File: src/rtl/spi_sensor_responder_pkg.sv
// Shared constants, state encoding and register read mux for the sensor SPI responder.
package spi_sensor_responder_pkg;

   localparam int unsigned CMD_BITS   = 8;
   localparam int unsigned DATA_BITS  = 16;
   localparam int unsigned FRAME_BITS = CMD_BITS + DATA_BITS;
   localparam int unsigned CNT_W      = $clog2(FRAME_BITS + 1);
   localparam int unsigned ADDR_W     = 7;
   localparam int unsigned CMD_RW_BIT = 7;

   localparam logic [ADDR_W-1:0] ADDR_TEMP   = 7'h00;
   localparam logic [ADDR_W-1:0] ADDR_CONFIG = 7'h01;
   localparam logic [ADDR_W-1:0] ADDR_ID     = 7'h02;

   typedef enum logic [1:0] {
      IDLE    = 2'd0,
      CMD     = 2'd1,
      DATA    = 2'd2,
      WAIT_CS = 2'd3
   } state_t;

   // Register file read view; unmapped addresses read as zero.
   function automatic logic [DATA_BITS-1:0] read_mux(
      input logic [ADDR_W-1:0]    addr,
      input logic [DATA_BITS-1:0] temp,
      input logic [DATA_BITS-1:0] cfg,
      input logic [DATA_BITS-1:0] id
   );
      logic [DATA_BITS-1:0] val;
      val = '0;
      case (addr)
         ADDR_TEMP:   val = temp;
         ADDR_CONFIG: val = cfg;
         ADDR_ID:     val = id;
         default:     val = '0;
      endcase
      return val;
   endfunction

endpackage

File: src/rtl/spi_sensor_responder_sync.sv
// Multi-stage synchroniser with rise/fall detection on the synchronised level.
module spi_sync_edge #(
   parameter int unsigned STAGES    = 2,
   parameter logic        RESET_VAL = 1'b0
) (
   input  logic clk,
   input  logic rst_neg,
   input  logic din,
   output logic sync,
   output logic rise_c,
   output logic fall_c
);

   logic [STAGES-1:0] chain;
   logic              prev;

   // Synchroniser chain plus one delayed copy of the synced level for edge detection.
   always_ff @(posedge clk or negedge rst_neg) begin
      if (!rst_neg) begin
         chain <= {STAGES{RESET_VAL}};
         prev  <= RESET_VAL;
      end else begin
         chain <= {chain[STAGES-2:0], din};
         prev  <= chain[STAGES-1];
      end
   end

   assign sync   = chain[STAGES-1];
   assign rise_c = sync & ~prev;
   assign fall_c = ~sync & prev;

endmodule

File: src/rtl/spi_sensor_responder.sv
// Mode-0 SPI slave emulating the temperature sensor: 8-bit command + 16-bit data frames.
module spi_sensor_responder
   import spi_sensor_responder_pkg::*;
#(
   parameter logic [15:0] DEVICE_ID    = 16'h0190,
   parameter logic [15:0] CONFIG_RESET = 16'h0000,
   parameter int unsigned SYNC_STAGES  = 2
) (
   input  logic        clk,
   input  logic        rst_neg,
   input  logic        sck_sensor,
   input  logic        cs_sensor,
   input  logic        mosi_sensor,
   output logic        miso_sensor,
   input  logic [15:0] temp_value,
   output logic [15:0] config_reg,
   output logic        frame_done,
   output logic        frame_abort,
   output logic        busy
);

   logic sck_sync_unused;
   logic sck_rise;
   logic sck_fall;
   logic cs_s;
   logic cs_rise;
   logic cs_fall;
   logic mosi_s;

   logic [SYNC_STAGES-1:0] mosi_chain;

   state_t                  state;
   logic [CNT_W-1:0]        bit_cnt;
   logic [CMD_BITS-2:0]     cmd_sh;
   logic [DATA_BITS-2:0]    rx_sh;
   logic [DATA_BITS-1:0]    tx_sh;
   logic [ADDR_W-1:0]       addr;
   logic                    is_read;

   logic [CMD_BITS-1:0]     cmd_next;
   logic [DATA_BITS-1:0]    rx_next;

   spi_sync_edge #(.STAGES(SYNC_STAGES), .RESET_VAL(1'b0)) u_sck_sync (
      .clk    (clk),
      .rst_neg(rst_neg),
      .din    (sck_sensor),
      .sync   (sck_sync_unused),
      .rise_c (sck_rise),
      .fall_c (sck_fall)
   );

   spi_sync_edge #(.STAGES(SYNC_STAGES), .RESET_VAL(1'b1)) u_cs_sync (
      .clk    (clk),
      .rst_neg(rst_neg),
      .din    (cs_sensor),
      .sync   (cs_s),
      .rise_c (cs_rise),
      .fall_c (cs_fall)
   );

   // mosi only needs a level synchroniser, same depth as sck so data stays aligned with edges.
   always_ff @(posedge clk or negedge rst_neg) begin
      if (!rst_neg) begin
         mosi_chain <= '0;
      end else begin
         mosi_chain <= {mosi_chain[SYNC_STAGES-2:0], mosi_sensor};
      end
   end

   assign mosi_s   = mosi_chain[SYNC_STAGES-1];
   assign cmd_next = {cmd_sh, mosi_s};
   assign rx_next  = {rx_sh, mosi_s};

   // Frame FSM: command shift/decode, data shift in/out, config commit and frame status pulses.
   always_ff @(posedge clk or negedge rst_neg) begin
      if (!rst_neg) begin
         state       <= IDLE;
         bit_cnt     <= '0;
         cmd_sh      <= '0;
         rx_sh       <= '0;
         tx_sh       <= '0;
         addr        <= '0;
         is_read     <= 1'b0;
         miso_sensor <= 1'b0;
         config_reg  <= CONFIG_RESET;
         frame_done  <= 1'b0;
         frame_abort <= 1'b0;
         busy        <= 1'b0;
      end else begin
         frame_done  <= 1'b0;
         frame_abort <= 1'b0;
         case (state)
            IDLE: begin
               miso_sensor <= 1'b0;
               if (cs_fall) begin
                  state   <= CMD;
                  bit_cnt <= '0;
                  busy    <= 1'b1;
               end
            end
            CMD: begin
               miso_sensor <= 1'b0;
               if (cs_rise) begin
                  state       <= IDLE;
                  frame_abort <= 1'b1;
                  busy        <= 1'b0;
               end else if (sck_rise) begin
                  cmd_sh  <= cmd_next[CMD_BITS-2:0];
                  bit_cnt <= bit_cnt + CNT_W'(1);
                  if (bit_cnt == CNT_W'(CMD_BITS - 1)) begin
                     is_read <= cmd_next[CMD_RW_BIT];
                     addr    <= cmd_next[ADDR_W-1:0];
                     tx_sh   <= read_mux(cmd_next[ADDR_W-1:0], temp_value, config_reg, DEVICE_ID);
                     state   <= DATA;
                  end
               end
            end
            DATA: begin
               if (cs_rise) begin
                  state       <= IDLE;
                  frame_abort <= 1'b1;
                  busy        <= 1'b0;
                  miso_sensor <= 1'b0;
               end else if (sck_fall) begin
                  miso_sensor <= is_read & tx_sh[DATA_BITS-1] & ~cs_s;
                  tx_sh       <= {tx_sh[DATA_BITS-2:0], 1'b0};
               end else if (sck_rise) begin
                  rx_sh   <= rx_next[DATA_BITS-2:0];
                  bit_cnt <= bit_cnt + CNT_W'(1);
                  if (bit_cnt == CNT_W'(FRAME_BITS - 1)) begin
                     if (!is_read && addr == ADDR_CONFIG) begin
                        config_reg <= rx_next;
                     end
                     state       <= WAIT_CS;
                     busy        <= 1'b0;
                     miso_sensor <= 1'b0;
                  end
               end
            end
            WAIT_CS: begin
               miso_sensor <= 1'b0;
               if (cs_rise) begin
                  state      <= IDLE;
                  frame_done <= 1'b1;
               end
            end
            default: begin
               state       <= IDLE;
               miso_sensor <= 1'b0;
               busy        <= 1'b0;
            end
         endcase
      end
   end

endmodule

File: config.mk
export PLATFORM = sky130hd
export DESIGN_NAME = spi_sensor_responder
export DESIGN_NICKNAME = d
export VERILOG_FILES = /design/src/rtl/spi_sensor_responder_pkg.sv /design/src/rtl/spi_sensor_responder_sync.sv /design/src/rtl/spi_sensor_responder.sv
export SDC_FILE = /design/constraint.sdc
export NUM_CORES = 1
export LEC_CHECK = 0
export CAP_MARGIN = 20
export CELL_PAD_IN_SITES_DETAIL_PLACEMENT = 0
export CELL_PAD_IN_SITES_GLOBAL_PLACEMENT = 1
export CORE_MARGIN = 10
export CORE_UTILIZATION = 46
export DETAILED_ROUTE_END_ITERATION = 8
export GPL_TIMING_DRIVEN = 0
export PLACE_DENSITY = 0.86
export SKIP_LAST_GASP = 1
export SLEW_MARGIN = 20
export SYNTH_ARGS = -nofsm -noshare
export SYNTH_HDL_FRONTEND = slang
export SYNTH_SLANG_ARGS = --single-unit
export TNS_END_PERCENT = 100
File: constraint.sdc
create_clock -name clk -period 2.65 [get_ports clk]
set_clock_uncertainty 0.15 [all_clocks]
set_input_delay 0.53 -clock clk [delete_from_list [all_inputs] [get_ports clk]]
set_output_delay 0.53 -clock clk [all_outputs]
set_load 0.05 [all_outputs]
==> metrics.yaml <==
hold_end: "mosi_chain[1]"
r2r-start: "state[0]"
synth_area_sq_um: 3700
critPathMaxStageDelay_ns: 0.56
wl_per_cell_microns: 16.7
synth.area.top_cells: "dfrtp_1, mux2_2, mux2i_1, mux2_1, ha_1"
cts_tree: "yes"
rsz0062_at_grt: "no"
hold_viol: 0
multi_input_area_sq_um: 1560
path_cells: "inv_1 > ha_1 > buf_6 > or4_1 > or4_4 > buf_6 > o21ai_1 > mux2_1"
synthArstFlopShare_pct: 100
worst-setup-path-type: "flop to flop"
crit_required_ns: 2.78
ff2ff_path_depth: 8
finalNetCount: 372
reg2reg_slack_ns: 0.11
critPathMaxFanout: 10
whs_ns: 0.203
cp_slowest_cell: "or4_1"
power_density_nw_per_um2: 739
hold_start: "mosi_chain[0]"
layout_common_cells: "dfrtp_1, mux2_2, clkdlybuf4s50_1, nand2_1, mux2i_1"
antenna_found_initial: 0
avgSynthCellArea_sq_um: 12.8
num_vias: 2421
final-setup-viol-count: 0
grt_max_degree: 51
first_pass_iters: 4
clk_path_buf_depth: 2
detail-route-antenna-nets: 0
arrival_ns: 2.67
syn_inst: 289
synth_top_area_share_pct: 52.8
clkSlewWorstSetupHoldPaths_ns: 0.08
placed_area_sq_um: 4250
final_common_cell: "dfrtp_1"
rows: 32
worst_pin_slew_ns: 0.717
root_buffer: "clkbuf_8"
wl_microns: 7510
avgViaCountPerCell: 5.39
portBuffers: 40
cp_top_family: "simple AND/OR/NAND/NOR gates"
initial_core_util_pct: 47.6
yosys_warnings: 0
hold_path_class: "flop to flop"
yosys.area.top_type: "dfrtp_1"
first_iter_violations: 82
end_kind: "flop"
cts_made_buffers: 9
min_path_cells: 0
layout-drive-gt1-share_pct: 24.5
crit_buf_inv: 3
outcome: "complete, no violations"
ys.flop_type: "dfrtp_1"
synth.distinct_cells: 48
synth_fp_nets: 318
h-tree-depth: 3
drc: 0
clk_latency_ns: 0.34
area_growth_pct: 21.5
slew_headroom_pct: 51.6
coreArea_sq_um: 7770
peakVddDrop_mv: 0.388
ios: 41
ff_latch_area_sq_um: 2030
gp_congestion: 0.822
critical_path.most_common_cell: "buf_6"
power.leakage_nw: 2.14
r2r-end: "tx_sh[10]"
die_area_sq_um: 12000
grt_pass1_wl_microns: 12500
grt_pass1_vias: 2572
cp-start-kind: "flop"
fmax_mhz: 394
track_usage_pct: 13.2
cap_violations: 0
synth-edff-count: 0
n_antenna_cell: 0
yosys_register_bits: 81
period_minus_slack_ns: 2.54
die_w_microns: 110
yosysSeqAreaShare_pct: 54.9
min_period_over_period_pct: 95.8
grt-ovfl-total: 0
fill_cells: 651
die_y_microns: 110
slew_viol_final: 0
dp_hpwl_microns: 5410
design_area_sq_um: 4490
cts_sinks: 81
==> stage by stage <==
stage | total power (W) | cells | setup slack (ns) | utilization, % | TNS (ns)
after global placement | 0.00231 | 431 | -2.02 | 54.4 | -159.82
final | 0.00332 | 449 | 0.111 | 57.9 | 0
after CTS | 0.00334 | 448 | 0.0860 | 57.7 | 0
after detailed placement | 0.00235 | 432 | 0.110 | 54.8 | 0
after floorplan | 0.00211 | 289 | 0.359 | - | 0
after global routing | 0.00351 | 449 | 0.0130 | 57.9 | 0
==> cells by family after synthesis <==
group,Yosys count,share of synthesized area [%]
buffers and inverters,25,3.18
muxes,78,23.2
and+or+nand+nor,58,8.89
adders and majority gates,8,2.71
DFF,81,54.9
AOI/OAI and AO/OA,39,7.14
==> worst register-to-register path, stage by stage, from the launching register on <==
cell	delay, ns
dfrtp_1	0.38
inv_1	0.10
ha_1	0.21
buf_6	0.13
or4_1	0.56
or4_4	0.47
buf_6	0.17
o21ai_1	0.16
mux2_1	0.15
==> what timing repair did <==
| item | in CTS | in global routing |
|---|---|---|
| setup buffers | 0 | 1 |
| gates resized for setup | 0 | 1 |
| hold endpoints to repair | 28 | 0 |
| endpoints found under the setup margin | 0 | 18 |
| hold buffers | 1 | 0 |
==> worst max-delay path by stage <==
stage,startpoint,to,cells after the start
detailed placement,u_cs_sync.prev,config_reg[6],6
CTS,u_cs_sync.prev,config_reg[6],6
floorplan,state[0],tx_sh[3],8
global route,state[0],tx_sh[10],8
global placement,rst_neg,rx_sh[11],1
finish,state[0],tx_sh[10],8
==> area by class of cell <==
type / instances / share of cell area [%]
sequential: 81 / 45.2
multi-input combinational: 183 / 34.7
clock buffer: 10 / 3.06
buffer: 13 / 1.61
timing repair buffer: 43 / 9.86
clock inverter: 5 / 1.78
inverter: 12 / 1.00
tap: 102 / 2.84
==> synthesized netlist by cell type (2+ instances only) <==
cell / instances
nor2b_1: 2
a22o_1: 3
a21oi_1: 5
o211ai_1: 2
nand3_1: 8
clkbuf_1: 6
buf_2: 4
and3_1: 2
ha_1: 8
and2_1: 3
dfstp_2: 3
nor2_1: 9
o21ai_0: 4
nor3b_1: 2
o22ai_1: 2
buf_6: 2
dfrtp_1: 78
mux2_2: 52
inv_1: 12
o2bb2ai_1: 4
mux2i_1: 16
nand2b_1: 3
nand2_1: 17
o21ai_1: 9
mux2_1: 10
==> per-layer routing <==
layer / vias up / global-route usage, % / routed length (microns)
met2: 47 / 21.0 / 3660
met4: 0 / 4.55 / 87
met5: - / 0 / 0
met1: 1225 / 16.5 / 3330
met3: 9 / 4.45 / 429
li1: 1140 / - / -
==> report_power, final <==
part / internal [W] / switching [W] / leakage, nW
Combinational: 0.000370 / 0.000409 / 0.943
Clock: 0.000549 / 0.000429 / 0.104
Sequential: 0.00142 / 0.000141 / 1.09
Total: 0.00234 / 0.000979 / 2.14
Power figures use the tool's default switching activity.
